$ cat config.mk
export PLATFORM = sky130hd
export DESIGN_NAME = hd44780_bus_receiver
export DESIGN_NICKNAME = d
export VERILOG_FILES = /design/src/rtl/hd44780_pkg.sv /design/src/rtl/hd44780_rx_fifo.sv /design/src/rtl/hd44780_bus_receiver.sv
export SDC_FILE = /design/constraint.sdc
export NUM_CORES = 1
export LEC_CHECK = 0
export BUFFER_PORTS_ARGS = -buffer_cell sky130_fd_sc_hd__buf_4
export CORE_ASPECT_RATIO = 0.6
export CORE_UTILIZATION = 59
export DETAILED_ROUTE_END_ITERATION = 6
export HOLD_SLACK_MARGIN = 0.1
export PLACE_DENSITY_LB_ADDON = 0.15
export SETUP_SLACK_MARGIN = 0.2
export SYNTH_ARGS = -nofsm -noshare
export SYNTH_HDL_FRONTEND = slang
export SYNTH_SLANG_ARGS = --single-unit
$ cat constraint.sdc
create_clock -name CLK_I -period 3.51 [get_ports CLK_I]
set_input_delay 0.702 -clock CLK_I [delete_from_list [all_inputs] [get_ports CLK_I]]
set_output_delay 0.702 -clock CLK_I [all_outputs]
set_load 0.02 [all_outputs]
$ cat src/rtl/hd44780_pkg.sv
// Shared definitions for the HD44780 bus receiver.
// Provides the mode state encoding, the function-set decode constants,
// the FIFO entry layout ({from8, rs, byte}) and a function-set decode helper.
package hd44780_pkg;

    typedef enum logic [1:0] {
        M8    = 2'd0,
        M4_HI = 2'd1,
        M4_LO = 2'd2
    } rx_state_t;

    // Nybble that switches an 8-bit-mode receiver into 4-bit mode.
    localparam logic [3:0] FS_4BIT_NYB = 4'h2;
    // Function set with DL=1 (upper bits 0011) returns the bus to 8-bit mode.
    localparam logic [7:0] FS_DL_MASK  = 8'hF0;
    localparam logic [7:0] FS_DL8      = 8'h30;

    localparam int ENTRY_W = 10;

    typedef struct packed {
        logic       from8;
        logic       rs;
        logic [7:0] data;
    } rx_entry_t;

    function automatic logic is_fs_dl8(input logic [7:0] b);
        return (b & FS_DL_MASK) == FS_DL8;
    endfunction

endpackage

$ cat src/rtl/hd44780_rx_fifo.sv
// Synchronous FIFO with registered head outputs.
// Ports:
//   clk, rst          clock, asynchronous active-high reset
//   push, push_data   write request and entry
//   push_ok           write accepted this cycle (not full, or full with pop)
//   pop               consume head entry (ignored when empty)
//   rd_valid, rd_data registered head-of-queue view; a written entry shows up
//                     one cycle after the write, the next entry one cycle after a pop
module hd44780_rx_fifo
    import hd44780_pkg::*;
#(
    parameter int AW = 3,
    parameter int W  = ENTRY_W
) (
    input  logic         clk,
    input  logic         rst,
    input  logic         push,
    input  logic [W-1:0] push_data,
    output logic         push_ok,
    input  logic         pop,
    output logic         rd_valid,
    output logic [W-1:0] rd_data
);

    localparam int DEPTH = 1 << AW;

    logic [W-1:0]  mem [DEPTH];
    logic [AW-1:0] wr_ptr_r;
    logic [AW-1:0] rd_ptr_r;
    logic [AW:0]   count_r;
    logic          full_s;
    logic          empty_s;
    logic          do_pop_s;
    logic          do_push_s;
    logic [AW-1:0] rd_ptr_next_s;
    logic [AW:0]   remain_s;

    assign full_s        = (count_r == (AW+1)'(DEPTH));
    assign empty_s       = (count_r == '0);
    assign do_pop_s      = pop & ~empty_s;
    // A pop in the same cycle frees the slot for a write into a full FIFO.
    assign do_push_s     = push & (~full_s | do_pop_s);
    assign push_ok       = do_push_s;
    assign rd_ptr_next_s = rd_ptr_r + AW'(do_pop_s);
    // Entries left after this cycle's pop, excluding this cycle's write,
    // so a fresh write becomes visible one cycle later than the write edge.
    assign remain_s      = count_r - (AW+1)'(do_pop_s);

    // Storage array write port.
    always_ff @(posedge clk) begin
        if (do_push_s) begin
            mem[wr_ptr_r] <= push_data;
        end
    end

    // Pointers, occupancy and registered head view.
    always_ff @(posedge clk or posedge rst) begin
        if (rst) begin
            wr_ptr_r <= '0;
            rd_ptr_r <= '0;
            count_r  <= '0;
            rd_valid <= 1'b0;
            rd_data  <= '0;
        end else begin
            wr_ptr_r <= wr_ptr_r + AW'(do_push_s);
            rd_ptr_r <= rd_ptr_next_s;
            count_r  <= count_r + (AW+1)'(do_push_s) - (AW+1)'(do_pop_s);
            rd_valid <= (remain_s != '0);
            rd_data  <= mem[rd_ptr_next_s];
        end
    end

endmodule

$ cat src/rtl/hd44780_bus_receiver.sv
// Receiving end of the HD44780 4-bit LCD bus.
// Samples E/RS/D7..D4, qualifies E strobes by minimum high time, tracks the
// 8-bit/4-bit interface width and queues reassembled bytes in a FIFO.
// Ports:
//   CLK_I, RST_I                  clock, asynchronous active-high reset
//   i_e, i_rs, i_nybble           LCD bus pins
//   i_ready                       consumer pops head entry when o_valid
//   i_clear_err                   clears sticky error flags
//   o_valid/o_byte/o_rs/o_from8   head FIFO entry
//   o_mode4, o_pending            interface width, high nybble held
//   o_count                       bytes accepted into the FIFO (wrapping)
//   o_err_short/o_err_rs/o_err_ovf sticky errors
module hd44780_bus_receiver
    import hd44780_pkg::*;
#(
    parameter int FIFO_AW    = 3,
    parameter int E_MIN_HIGH = 2
) (
    input  logic        CLK_I,
    input  logic        RST_I,
    input  logic        i_e,
    input  logic        i_rs,
    input  logic [3:0]  i_nybble,
    input  logic        i_ready,
    input  logic        i_clear_err,
    output logic        o_valid,
    output logic [7:0]  o_byte,
    output logic        o_rs,
    output logic        o_from8,
    output logic        o_mode4,
    output logic        o_pending,
    output logic [15:0] o_count,
    output logic        o_err_short,
    output logic        o_err_rs,
    output logic        o_err_ovf
);

    localparam int CW = $clog2(E_MIN_HIGH + 1);

    logic          e_q_r;
    logic          e_d_r;
    logic          rs_q_r;
    logic [3:0]    nyb_q_r;
    logic [CW-1:0] hi_cnt_r;
    logic          rs_h_r;
    logic [3:0]    nyb_h_r;
    logic          fall_s;
    logic          long_enough_s;
    logic          strobe_s;
    logic          short_s;

    rx_state_t     state_r;
    rx_state_t     state_s;
    logic [3:0]    hi_nyb_r;
    logic [3:0]    hi_nyb_s;
    logic          hi_rs_r;
    logic          hi_rs_s;
    logic          push_s;
    rx_entry_t     push_entry_s;
    logic          rs_mis_s;
    logic          push_ok_s;
    logic          pop_s;
    rx_entry_t     head_s;
    logic [15:0]   count_r;
    logic          mode4_r;
    logic          pending_r;
    logic          err_short_r;
    logic          err_rs_r;
    logic          err_ovf_r;

    // Input register stage: pin capture, E high-time counter, held RS/data.
    always_ff @(posedge CLK_I or posedge RST_I) begin
        if (RST_I) begin
            e_q_r    <= 1'b0;
            e_d_r    <= 1'b0;
            rs_q_r   <= 1'b0;
            nyb_q_r  <= 4'h0;
            hi_cnt_r <= '0;
            rs_h_r   <= 1'b0;
            nyb_h_r  <= 4'h0;
        end else begin
            e_q_r   <= i_e;
            e_d_r   <= e_q_r;
            rs_q_r  <= i_rs;
            nyb_q_r <= i_nybble;
            if (e_q_r) begin
                if (hi_cnt_r < CW'(E_MIN_HIGH)) begin
                    hi_cnt_r <= hi_cnt_r + CW'(1);
                end else begin
                    hi_cnt_r <= hi_cnt_r;
                end
                rs_h_r  <= rs_q_r;
                nyb_h_r <= nyb_q_r;
            end else begin
                hi_cnt_r <= '0;
            end
        end
    end

    // Falling edge of the registered E; hi_cnt still reflects the ended pulse.
    assign fall_s        = e_d_r & ~e_q_r;
    assign long_enough_s = (hi_cnt_r >= CW'(E_MIN_HIGH));
    assign strobe_s      = fall_s & long_enough_s;
    assign short_s       = fall_s & ~long_enough_s;

    // Interface-width FSM: next state, nybble pairing and FIFO push request.
    always_comb begin
        state_s      = state_r;
        hi_nyb_s     = hi_nyb_r;
        hi_rs_s      = hi_rs_r;
        push_s       = 1'b0;
        push_entry_s = '0;
        rs_mis_s     = 1'b0;
        if (strobe_s) begin
            case (state_r)
                M8: begin
                    push_s       = 1'b1;
                    push_entry_s = '{from8: 1'b1, rs: rs_h_r, data: {nyb_h_r, 4'h0}};
                    if (!rs_h_r && (nyb_h_r == FS_4BIT_NYB)) begin
                        state_s = M4_HI;
                    end else begin
                        state_s = M8;
                    end
                end
                M4_HI: begin
                    hi_nyb_s = nyb_h_r;
                    hi_rs_s  = rs_h_r;
                    state_s  = M4_LO;
                end
                M4_LO: begin
                    // The pair takes the RS of its high half even on mismatch.
                    push_s       = 1'b1;
                    push_entry_s = '{from8: 1'b0, rs: hi_rs_r, data: {hi_nyb_r, nyb_h_r}};
                    rs_mis_s     = (rs_h_r != hi_rs_r);
                    if (!hi_rs_r && is_fs_dl8({hi_nyb_r, nyb_h_r})) begin
                        state_s = M8;
                    end else begin
                        state_s = M4_HI;
                    end
                end
                default: begin
                    state_s = M8;
                end
            endcase
        end else begin
            state_s = state_r;
        end
    end

    // FSM state, held high nybble and registered mode/pending flags.
    always_ff @(posedge CLK_I or posedge RST_I) begin
        if (RST_I) begin
            state_r   <= M8;
            hi_nyb_r  <= 4'h0;
            hi_rs_r   <= 1'b0;
            mode4_r   <= 1'b0;
            pending_r <= 1'b0;
        end else begin
            state_r   <= state_s;
            hi_nyb_r  <= hi_nyb_s;
            hi_rs_r   <= hi_rs_s;
            mode4_r   <= (state_s != M8);
            pending_r <= (state_s == M4_LO);
        end
    end

    assign pop_s = o_valid & i_ready;

    hd44780_rx_fifo #(
        .AW (FIFO_AW),
        .W  (ENTRY_W)
    ) u_fifo (
        .clk       (CLK_I),
        .rst       (RST_I),
        .push      (push_s),
        .push_data (push_entry_s),
        .push_ok   (push_ok_s),
        .pop       (pop_s),
        .rd_valid  (o_valid),
        .rd_data   (head_s)
    );

    // Accepted-byte counter and sticky errors; a new error beats a clear.
    always_ff @(posedge CLK_I or posedge RST_I) begin
        if (RST_I) begin
            count_r     <= 16'd0;
            err_short_r <= 1'b0;
            err_rs_r    <= 1'b0;
            err_ovf_r   <= 1'b0;
        end else begin
            if (push_ok_s) begin
                count_r <= count_r + 16'd1;
            end else begin
                count_r <= count_r;
            end
            err_short_r <= short_s | (err_short_r & ~i_clear_err);
            err_rs_r    <= rs_mis_s | (err_rs_r & ~i_clear_err);
            err_ovf_r   <= (push_s & ~push_ok_s) | (err_ovf_r & ~i_clear_err);
        end
    end

    assign o_byte      = head_s.data;
    assign o_rs        = head_s.rs;
    assign o_from8     = head_s.from8;
    assign o_mode4     = mode4_r;
    assign o_pending   = pending_r;
    assign o_count     = count_r;
    assign o_err_short = err_short_r;
    assign o_err_rs    = err_rs_r;
    assign o_err_ovf   = err_ovf_r;

endmodule
# ---- Word level (Yosys, flattened, before mapping)
# Memory sizes are Yosys's and may differ from the RTL's. A register that Yosys moved wholly into a read port is not among the register bits.
# Index checks and enable logic that the tools add are counted.
dict set report totals {
  register_bits 53
  ramBits 80
  in_bits 10
  out_inout_bits 32
  word_cells 82
  memories 1
}
# memory words word_bits rd rd_ports_with_merged_regs write_ports line
set mem_list {}
lappend mem_list {u_fifo.mem 8 10 1 1 1 hd44780_rx_fifo.sv:27} ;# logic [W-1:0] mem [DEPTH];
dict set report op_classes {
  n_addsub 7
  order_cmp 2
  eq_ne 8
  muxes 14
  bitwise 20
  reduce_logical 10
}
# op n
set ops {}
lappend ops {{10-bit one-hot mux with 2 select lines} 1}
lappend ops {{16-bit by 1-bit adder with 16-bit output, second input constant} 1}
lappend ops {{1-bit bitwise AND} 10}
lappend ops {{10-bit two-way mux} 1}
lappend ops {{4-bit by 2-bit == test with 1-bit output, second input constant} 2}
lappend ops {{1-bit two-way mux} 8}
lappend ops {{4-bit by 1-bit subtractor with 4-bit output} 2}
lappend ops {{3-bit by 1-bit adder with 3-bit output} 2}
lappend ops {{2-bit two-way mux} 3}
lappend ops {{1-bit inverter} 6}
lappend ops {{2-bit one-hot mux with 3 select lines} 1}
lappend ops {{4-bit by 1-bit adder with 4-bit output} 1}
lappend ops {{2-bit == test, second input constant} 2}
lappend ops {{4-bit == test, second input constant} 1}
lappend ops {{4-bit zero test} 1}
lappend ops {{1-bit OR} 4}
lappend ops {{4-bit nonzero test} 1}
lappend ops {{2-bit by 1-bit adder with 2-bit output, second input constant} 1}
lappend ops {{2-bit by 1-bit == test with 1-bit output, second input constant} 1}
lappend ops {{2-bit greater-or-equal comparator, second input constant} 1}
lappend ops {{1-bit logical AND} 2}
lappend ops {{1-bit zero test} 2}
lappend ops {{2-bit zero test} 1}
lappend ops {{2-bit < comparator, second input constant} 1}
lappend ops {{5 further kinds} 5}

# ---- Longest topological paths before layout
dict set report depth {
  ltp_word 8
  mapped_depth 10
  ltp_nobuf 10
}

# ---- Modules after synthesis
# A second synthesis with hierarchy kept.
dict set report hier_totals {
  hier_cells 332
  hier_area_um2 5853.1
}
# module instances cells_per_inst area_each_um2 seq_area_each_um2
set modules_own_cells {}
lappend modules_own_cells {hd44780_rx_fifo 1 183 4000.1 2927.8}
lappend modules_own_cells {hd44780_bus_receiver 1 149 1853.0 1051.0}

# ---- Worst setup path before layout
# No wires, ideal clock.
dict set report synth_timing {
  kind {reg-to-reg}
  startpoint {register u_fifo.count_r[2]}
  endpoint {memory u_fifo.mem[3][0] in the netlist's numbering (enable)}
  setup_ns 0.392
  t_arrival_ns 2.224
  required_ns 3.118
  path_slack_ns 0.894
  path_stages_with_launch 7
  path_buffers 1
  synth_period_minus_slack_ns 2.616
  path_cell_list {dfrtp_1 inv_1 ha_1 nor3b_4 a2111oi_4 buf_6 nor3b_1}
}
dict set report synth_via {
  elab_chain_cells 7
  word_cells_on_any_way 9
  cone_classes {eq/ne (1); mux (2); bitwise (5); reduce/logical (1)}
}
# element line
set synth_lines {}
lappend synth_lines {{start: declaration} hd44780_rx_fifo.sv:30} ;# logic [AW:0] count_r;
lappend synth_lines {{start signal: assignment} hd44780_rx_fifo.sv:67} ;# count_r <= count_r + (AW+1)'(do_push_s) - (AW+1)'(do_pop_s);
lappend synth_lines {{4-bit zero test} hd44780_rx_fifo.sv:39} ;# assign empty_s = (count_r == '0);
lappend synth_lines {{1-bit inverter} hd44780_rx_fifo.sv:40} ;# assign do_pop_s = pop & ~empty_s;
lappend synth_lines {{1-bit bitwise AND} hd44780_rx_fifo.sv:40}
lappend synth_lines {{1-bit OR *} hd44780_rx_fifo.sv:42} ;# assign do_push_s = push & (~full_s | do_pop_s);
lappend synth_lines {{1-bit bitwise AND *} hd44780_rx_fifo.sv:42}
lappend synth_lines {{net push_ok_s} hd44780_bus_receiver.sv:61} ;# logic push_ok_s;
lappend synth_lines {{1-bit two-way mux *} hd44780_rx_fifo.sv:51} ;# if (do_push_s) begin
lappend synth_lines {{1-bit two-way mux (implied by the code) *} hd44780_rx_fifo.sv:52} ;# mem[wr_ptr_r] <= push_data;
lappend synth_lines {{end: declaration} hd44780_rx_fifo.sv:27}
# The timed path passes the listed nets; every way through them passes the cells marked *.

# ---- Worst setup path in the final report
dict set report layout_timing {
  startpoint {register u_fifo.count_r[2]}
  endpoint {register u_fifo.count_r[2]}
}
dict set report layout_via {
  elab_chain_cells 7
  word_cells_on_any_way 9
  cone_classes {add/sub (2); eq/ne (1); bitwise (5); reduce/logical (1)}
}
# element line
set layout_lines {}
lappend layout_lines {{4-bit zero test} hd44780_rx_fifo.sv:39}
lappend layout_lines {{1-bit inverter} hd44780_rx_fifo.sv:40}
lappend layout_lines {{1-bit bitwise AND} hd44780_rx_fifo.sv:40}
lappend layout_lines {{1-bit OR} hd44780_rx_fifo.sv:42}
lappend layout_lines {{1-bit bitwise AND} hd44780_rx_fifo.sv:42}
lappend layout_lines {{4-bit by 1-bit adder with 4-bit output} hd44780_rx_fifo.sv:67}
lappend layout_lines {{4-bit by 1-bit subtractor with 4-bit output *} hd44780_rx_fifo.sv:67}
# Mark *: on every way between the ends. The rest lies on a longest branch, timed or not.
# A chain may end at the register's enable or synchronous reset.

==> out/metrics.yaml <==
outcome: "finished, final reports clean"
fmax_ghz: 0.398
finalCritPeriodShare_pct: 71.5
wl_per_cell_um: 20.3
placed_area_mm2: 0.00630
synth-seq-cells: 143
p_leak_nw: 2.74
drv_cap: 0
fp-row-count: 27
gp_congestion: 0.769
crit_path_end_kind: "flip-flop"
intPower_w: 0.00415
numCtsBuffers: 17
netlist_area_mm2: 0.00581
clk_path_buf_depth: 2
path_buf_inv: 2
worst-setup-path-type: "reg -> reg"
crit_arrival_ns: 2.80
tns_ns: 0
tritoncts: "yes"
hold_class: "in -> async"
grt-busiest-layer: "met1"
yosysWarnings: 0
grt_pass1_wl_um: 17700
synth_edf_count: 80
cts.sinks: 143
core_mm2: 0.00936
die_x_um: 130
crit_start: "u_fifo.count_r[2]"
setup_viol: 0
ir_drop_uv: 643
path_clk_slew_ns: 0.06
grt_max_degree: 25
dieArea_mm2: 0.0103
ys_seq_area_share_pct: 68.5
htreeDepth: 4
relSlewSlack_pct: 49.8
p_per_area_mw_per_mm2: 863
final_layout_size_suffix_gt1_share_pct: 33.3
num-fill-cells: 568
use_met1_pct: 37.0
cts_resized: 0
path_delay_family: "adder cells"
diodes: 0
synthFlopType: "edfxtp_1"
vias: 3079
synthDistinctLibCells: 48
dpl.cell_count: 506
grt_pass1_vias: 3197
endpoint: "u_fifo.count_r[2]"
multiInputGateArea_mm2: 0.00171
postSynthCellCount: 334
use_met2_pct: 35.7
regToRegEndpoint: "u_fifo.count_r[2]"
hold_violations: 0
fin_crit_ns: 2.51
drv_slew: 0
synth_nets: 359
start_kind: "flip-flop"
dp_hpwl_um: 6850
path_max_fanout: 7
comb_power_share_pct: 30.5
final_nets: 420
dr.pass1.iters: 4
ys_async_sr_fraction_pct: 44.1
area_growth_syn_to_layout_pct: 19.2
clock_power_share_pct: 30.5
cts_setup_buffers: 0
rsz0062_at_grt: "no"
r2r_slack_ns: 1.0
ff2ff_path_depth: 8
syn_area_per_cell_um2: 17.4
switchingPower_w: 0.00182
p_seq_share_pct: 38.9
grt.total_usage_pct: 24.6
netSwitchingFraction_pct: 30.4
ctsHoldBuffers: 0
start_util_pct: 62.1
crit_required_ns: 3.80
die_y_um: 78.8
cpMaxStageDelayCell: "a2111oi_4"
r2r_start: "u_fifo.count_r[2]"
drcViolationCount: 0
path_cells: "inv_1 -> ha_1 -> nor3b_4 -> a2111oi_4 -> ha_1 -> inv_1 -> fa_1 -> xor2_1"
antenna_found_initial: 0
stdcell_count: 538
use_met3_pct: 6.00
clkLatencyLatePin_ns: 0.41
fin_skew_ns: 0.0106
drt_iter0_markers: 325
wl_um: 10900
ff_latch_area_mm2: 0.00398
path_depth: 8
grt_overflow: 0
ios: 42
cpPeakStageDelay_ns: 0.65
worstMarginPinSlew_ns: 0.747
final_cell_area_mm2: 0.00692
drt-vias-per-instance: 5.72
clockRootBuffer: "clkbuf_16"
ant_nets: 0
portBuffers: 41
[metal layers]
layer	vias to the layer above	share of wire, %
li1	1385	-
met1	1605	46
met2	80	47
met3	9	5.6
met4	0	0.81
met5	-	0
[cells in the mapped netlist, types with 2 or more instances]
| cell type | n | area share [%] |
|---|---|---|
| nor2_1 | 9 | 0.58 |
| xnor2_1 | 16 | 2.4 |
| buf_6 | 3 | 0.58 |
| and3_1 | 8 | 0.86 |
| ha_1 | 14 | 3.0 |
| mux4_2 | 20 | 7.8 |
| nand3_1 | 9 | 0.78 |
| mux2_2 | 21 | 4.1 |
| inv_1 | 13 | 0.84 |
| clkbuf_1 | 5 | 0.32 |
| and2_1 | 3 | 0.32 |
| buf_2 | 3 | 0.26 |
| edfxtp_1 | 80 | 41 |
| nor3b_2 | 2 | 0.43 |
| nand4_1 | 8 | 0.86 |
| mux2i_1 | 5 | 0.86 |
| nor4_1 | 3 | 0.32 |
| a32o_1 | 2 | 0.34 |
| xor2_1 | 7 | 1.1 |
| nor3_1 | 5 | 0.43 |
| dfrtp_1 | 63 | 27 |
| nand2_1 | 9 | 0.58 |
[metrics by stage]
| stage | hold WS (ns) | utilization (%) | power (W) | setup slack, ns |
|---|---|---|---|---|
| global route | 0.330 | 74.0 | 0.00627 | 0.849 |
| floorplan | 0.374 | - | 0.00366 | 0.894 |
| detailed placement | 0.469 | 67.4 | 0.00416 | 0.908 |
| global placement | 0.461 | 67.4 | 0.00409 | 0.969 |
| finish | 0.292 | 74.0 | 0.00597 | 0.999 |
| CTS | 0.301 | 74.0 | 0.00603 | 1.00 |
[cell type report]
cell class	count	share of cell area [%]
Sequential cell	143	57.5
Multi-Input combinational cell	166	24.7
Clock buffer	26	7.99
Timing Repair Buffer	54	5.86
Tap cell	130	2.35
Clock inverter	6	0.922
Inverter	13	0.705
[power by group through the flow]
stage | Combinational [W] | Clock [W] | Sequential, W
after floorplan | 0.00126 | 0 | 0.00239
after global placement | 0.00175 | 0 | 0.00234
after detailed placement | 0.00181 | 0 | 0.00235
after CTS | 0.00186 | 0.00184 | 0.00233
after global routing | 0.00200 | 0.00192 | 0.00236
final | 0.00182 | 0.00182 | 0.00232
[worst min path at each step]
stage / from / end / slack (ns) / depth (start not counted)
floorplan: e_q_r / e_d_r / 0.37 / 0
global placement: nyb_q_r[2] / nyb_h_r[2] / 0.46 / 1
detailed placement: o_count[15] / o_count[15] / 0.47 / 1
CTS: RST_I / o_count[9] / 0.30 / 2
global route: RST_I / o_count[9] / 0.33 / 2
finish: RST_I / u_fifo.rd_data[0] / 0.29 / 2
[registers in the layout, indices dropped and copies added, names as in the netlist, 2 cells and up]
register and flops:
nyb_q_r 4, u_fifo.wr_ptr_r 3, u_fifo.rd_ptr_r 3, o_count 16, state_r 2, u_fifo.mem 80
hi_cnt_r 2, nyb_h_r 4, hi_nyb_r 4, u_fifo.count_r 4, u_fifo.rd_data 10
[worst register-to-register path: cells and delay by family (launching register included)]
family,cells,cell delay [ns]
compound gates,1,0.65
xor+xnor,1,0.15
fa+ha+maj,3,0.91
buf+inv,2,0.16
flops,1,0.36
simple gates,1,0.18
[cell families after synthesis]
| logic type | synth area share, % |
|---|---|
| flip-flops | 68.5 |
| AND/OR/NAND/NOR | 8.12 |
| multiplexers | 12.7 |
| buffers and inverters | 2.07 |
| XOR/XNOR | 3.47 |
| adder cells (fa/ha/maj) | 3.36 |
| AO/OA/AOI/OAI | 1.77 |
[layout by cell type, fill, tap and decap left out, drive strengths merged, types with 2 or more instances in the layout]
cell and count:
edfxtp 80, nor3b 4, nand4 8, a32o 2, and3 8, dfrtp 63, mux4 20, mux2i 5
buf 54, ha 14, nor4b 2, and2 3, mux2 21, nor2 10, nand2b 2, nand3b 2
xnor2 16, nor3 5, inv 16, nand2 10, xor2 7, nand3 9, clkbuf 26, nor4 3
No activity file was read; power rests on OpenSTA's default activity.
